File: src/rtl/univ_shift_reg.sv
// univ_shift_reg
// Parametrised universal shift register with an auto-serialise burst.
//
// In IDLE the register follows a direct mode control:
//   00 hold, 01 shift right, 10 shift left, 11 parallel load.
// A start pulse in IDLE launches a burst. The burst loads pin, then shifts it
// out over WIDTH cycles in the direction sampled with start. It captures sin
// on each shift, which gives a full-duplex serial exchange.
//
// Ports:
//   clk        rising-edge clock
//   rst        synchronous, active-high reset
//   mode[1:0]  manual operation, applied in IDLE when start is low
//   sin        serial data in, used by every shift
//   pin        parallel load data
//   start      launches a burst (single-cycle pulse expected)
//   dir        burst direction sampled with start: 0 right/LSB first, 1 left/MSB first
//   q          register contents
//   sout       serial out: q[0] (dir_r=0) or q[WIDTH-1] (dir_r=1)
//   sout_valid high while a burst bit is presented on sout
//   busy       high while a burst is running
//   done       one-cycle pulse after the final burst shift
module univ_shift_reg #(
  parameter int               WIDTH     = 4,
  parameter logic [WIDTH-1:0] RESET_VAL = '0
) (
  input  logic             clk,
  input  logic             rst,
  input  logic [1:0]       mode,
  input  logic             sin,
  input  logic [WIDTH-1:0] pin,
  input  logic             start,
  input  logic             dir,
  output logic [WIDTH-1:0] q,
  output logic             sout,
  output logic             sout_valid,
  output logic             busy,
  output logic             done
);

  localparam int CW = (WIDTH > 2) ? $clog2(WIDTH) : 1;
  localparam logic [CW-1:0] CNT_LAST = CW'(WIDTH - 1);

  typedef enum logic {
    IDLE = 1'b0,
    RUN  = 1'b1
  } state_t;

  state_t            state_reg, state_next;
  logic [WIDTH-1:0]  q_reg, q_next;
  logic [CW-1:0]     cnt_reg, cnt_next;
  logic              dir_reg, dir_next;
  logic              done_reg, done_next;

  logic [WIDTH-1:0]  shr;
  logic [WIDTH-1:0]  shl;

  // Shifted versions of q. sin always enters at the end opposite the exit bit.
  genvar gi;
  generate
    for (gi = 0; gi < WIDTH; gi++) begin : g_shift
      if (gi == WIDTH - 1) begin : g_r_top
        assign shr[gi] = sin;
      end else begin : g_r_mid
        assign shr[gi] = q_reg[gi+1];
      end
      if (gi == 0) begin : g_l_bot
        assign shl[gi] = sin;
      end else begin : g_l_mid
        assign shl[gi] = q_reg[gi-1];
      end
    end
  endgenerate

  always_ff @(posedge clk) begin
    if (rst) begin
      state_reg <= IDLE;
      q_reg     <= RESET_VAL;
      cnt_reg   <= '0;
      dir_reg   <= 1'b0;
      done_reg  <= 1'b0;
    end else begin
      state_reg <= state_next;
      q_reg     <= q_next;
      cnt_reg   <= cnt_next;
      dir_reg   <= dir_next;
      done_reg  <= done_next;
    end
  end

  always_comb begin
    state_next = state_reg;
    q_next     = q_reg;
    cnt_next   = cnt_reg;
    dir_next   = dir_reg;
    done_next  = 1'b0;
    case (state_reg)
      IDLE: begin
        if (start) begin
          // start takes priority over mode and begins a burst of WIDTH shifts.
          q_next     = pin;
          dir_next   = dir;
          cnt_next   = CNT_LAST;
          state_next = RUN;
        end else begin
          case (mode)
            2'b01:   q_next = shr;
            2'b10:   q_next = shl;
            2'b11:   q_next = pin;
            default: q_next = q_reg;
          endcase
        end
      end
      RUN: begin
        q_next = dir_reg ? shl : shr;
        if (cnt_reg == '0) begin
          state_next = IDLE;
          done_next  = 1'b1;
        end else begin
          cnt_next = cnt_reg - CW'(1);
        end
      end
      default: state_next = IDLE;
    endcase
  end

  assign q          = q_reg;
  assign sout       = dir_reg ? q_reg[WIDTH-1] : q_reg[0];
  assign busy       = (state_reg == RUN);
  assign sout_valid = (state_reg == RUN);
  assign done       = done_reg;

endmodule

File: config.mk
export PLATFORM = sky130hd
export DESIGN_NAME = univ_shift_reg
export DESIGN_NICKNAME = d
export VERILOG_FILES = /design/src/rtl/univ_shift_reg.sv
export SDC_FILE = /design/constraint.sdc
export NUM_CORES = 1
export LEC_CHECK = 0
export ABC_AREA = 0
export CAP_MARGIN = 20
export CORE_AREA = 10 10 47 49
export CTS_CLUSTER_SIZE = 24
export DETAILED_ROUTE_END_ITERATION = 6
export DIE_AREA = 0 0 57 59
export GPL_TIMING_DRIVEN = 0
export PLACE_DENSITY = 0.82
export SETUP_SLACK_MARGIN = 0.5
export SYNTH_ARGS = -nofsm -noshare
export SYNTH_HDL_FRONTEND = slang
export SYNTH_SLANG_ARGS = --single-unit
File: constraint.sdc
create_clock -name clk -period 2.2 [get_ports clk]
set_input_delay 0.66 -clock clk [delete_from_list [all_inputs] [get_ports clk]]
set_output_delay 0.66 -clock clk [all_outputs]
set_load 0.01 [all_outputs]
==> results.md <==
* Final Power at 0.448 mW
* Number of buffers added on ports at 16
* Grt ovf at 0
* CTS Sinks at 9
* First-pass GRT wire length at 2230 um
* Clock buffer depth at 2
* DP HPWL at ~1100 um
* Drt first pass iters at 4
* R2R setup slack at 0.97 ns
* Total number of vias at 544
* Root buf cell: clkbuf_4
* TritonCTS clock tree: built
* Net Sw Frac at 29.5%
* Area leader, netlist: dfxtp_1
* Drt wl/cell at 13.1 um
* Mapped Avg Cell Area at 8.02 sq um
* Leakage at 0.327 nW
* Nets@finish at approximately 100
* Max VDD drop at 0.417 mV
* Max FO, Critical Path at 3
* CTS Hold Bufs at 0
* Status: complete, no violations
* Critical Path Source: busy
* I/O pins at 19
* Final min period at 1.64 ns
* Clock insertion delay at the later pin of the skew report at about 0.26 ns
* Initial antenna violation count at 0
* Synth top area cells: dfxtp_1, buf_6, nor2b_1
* WL final at 1360 um
* Fin. Hold Viols at 0
* Clock Power Share at 27.8%
* DR DRC count at 0
* Hold Path Cell Cnt at 1
* Die height at 59 um
* Max reg flops at 4
* Switching power at roughly 0.13 mW
* Post-Route Skew at approximately 0.0046 ns
* H-tree Lvls at 1
* Worst setup SP type: register
* Post-synth top area share at between 30% and 40%
* Die ar. at 3360 sq um
* Total negative setup slack at 0 ns
* Max-cap viol count at 0
* CTS buffer count at 3
* Clock slew at reported path FFs at 0.06 ns
* Share of layout cells above drive strength 1 at 17.0%
* Power per standard cell area at 605 nW/um^2
* Pint at 0.316 mW
* Comb power frac at 29.5%
* Sequential share of the synthesized area at between 30% and 40%
* Final setup violation count at 0
* Number of global-route vias before repair at approximately 530
* DR vias/cell at 5.23
* Core area at about 1400 sq um
* RR Startpoint: busy
* Initial DRC count at 42
* Rows at 14
* Max Fclk at between 600 and 700 MHz
* Flops & latches, synth at 9
* Antenna-violating nets left at 0
* Fin. max-slew vios at 0
* Worst-Margin Slew at 0.412 ns
* RSZ-0062 raised after global routing: true
* Syn. warnings at 0
* Part of the cycle the worst path needs at between 70% and 80%
* Largest net degree at the start of global routing at 11
* Required time of the critical path at 1.54 ns
* Rel. slew slack at 72.5%
* GRT Overall Usage at between 8 and 9%
* RD Place Congestion at 0.813
* Register-to-Register Path Depth at 5
* Crit end category: output pin
* Die Wd at 57 um
* Post-synthesis cell count at between 60 and 70
* Reg power frac at 42.8%
* Critical path class: register to output pin
* Hold Crit Start: cnt_reg[0]
* Post-Syn Area at 546 sq um
* Post-Syn Nets at 80
* Area Growth Syn to Fin at 35.8%
* Initial core utilization at 38.9%
* Ant diodes at 0
* Hold Crit Class: register to register
* Distinct cells, synth at 24
* Crit path DAT at 0.98 ns
[cell usage after synthesis]
master	n
a211oi_1	2
a211oi_2	1
a21oi_1	1
a21oi_2	2
a222oi_1	2
a22oi_1	2
a31oi_1	1
and2b_1	1
buf_4	1
buf_6	3
clkbuf_1	1
dfxtp_1	9
ha_1	1
inv_1	6
mux2_4	1
mux2i_1	1
nand2_1	7
nor2_1	8
nor2_2	2
nor2b_1	5
nor3_1	2
o21ai_0	5
o21bai_1	1
o22ai_1	3
[metal layers]
metal | wire length, um | GRT usage [%] | part of all wire (%)
met1 | 537 | 7.91 | 39
met2 | 683 | 13.5 | 50
met3 | 139 | 5.15 | 10
met4 | 0 | 3.02 | 0
met5 | 0 | 0 | 0
[critical path, cell delays in order (launching register included)]
cell and delay (ns):
dfxtp_1 0.36, buf_4 0.11, dlygate4sd2_1 0.25
[logic make-up after synthesis]
logic type	share of synthesized area [%]
AND/OR/NAND/NOR	21.6
AO/OA/AOI/OAI	26.1
buffers and inverters	12.4
flip-flops	33.0
multiplexers	4.59
adder cells (fa/ha/maj)	2.29
[power by group through the flow]
| stage | combinational (mW) | clock [mW] | sequential, mW |
|---|---|---|---|
| 2_1_floorplan | 0.0810 | 0 | 0.198 |
| 3_3_place_gp | 0.140 | 0 | 0.195 |
| 3_5_place_dp | 0.144 | 0 | 0.195 |
| 4_1_cts | 0.134 | 0.130 | 0.192 |
| 5_1_grt | 0.147 | 0.140 | 0.194 |
| 6_report | 0.132 | 0.125 | 0.192 |
[per-stage QoR]
step           hold WS [ns]  setup slack [ns]  utilization, %  std cells  instance area, sq um
2_1_floorplan         0.437             0.729               -         68                   546
3_3_place_gp          0.448             0.164            51.8        100                   726
3_5_place_dp          0.457             0.155            51.8        100                   726
4_1_cts               0.464             0.416            52.9        104                   742
5_1_grt               0.474             0.464            52.9        104                   741
6_report              0.460             0.556            52.9        104                   741
[area by class of cell]
type / instances / area, sq um
fill: 136 / 661
multi-input combinational: 48 / 298
sequential: 9 / 181
timing repair buffer: 16 / 148
buffer: 5 / 45.0
clock buffer: 4 / 26.3
inverter: 6 / 22.5
tap: 16 / 20.0
[timing repair]
action                     4_1_cts  5_1_grt
setup buffers                    0        0
setup endpoints to repair       10        5
resized for setup               10        6
pin swaps                        0        1
[final timing paths]
path | end
worst max register to register | q[2]
worst min register to register | cnt_reg[0]
worst max-delay path | sout_valid
worst min-delay path | cnt_reg[0]
[layout by cell type (no fill, tap or decap), drive strengths merged]
| cell | synthesis | final |
|---|---|---|
| mux2i | 1 | 1 |
| nor3 | 2 | 2 |
| dlygate4sd2 | 0 | 8 |
| o22ai | 3 | 3 |
| o21bai | 1 | 1 |
| ha | 1 | 1 |
| buf | 4 | 5 |
| o21ai | 5 | 5 |
| clkbuf | 1 | 5 |
| a22oi | 2 | 2 |
| dlymetal6s2s | 0 | 1 |
| a31oi | 1 | 1 |
| inv | 6 | 6 |
| nor2b | 5 | 5 |
| clkdlybuf4s50 | 0 | 6 |
| dfxtp | 9 | 9 |
| a211oi | 3 | 3 |
| and2b | 1 | 1 |
| a222oi | 2 | 2 |
| a21oi | 3 | 3 |
| nor2 | 10 | 10 |
| mux2 | 1 | 1 |
| nand2 | 7 | 7 |
Note: power is estimated with default switching activity, not from simulation.
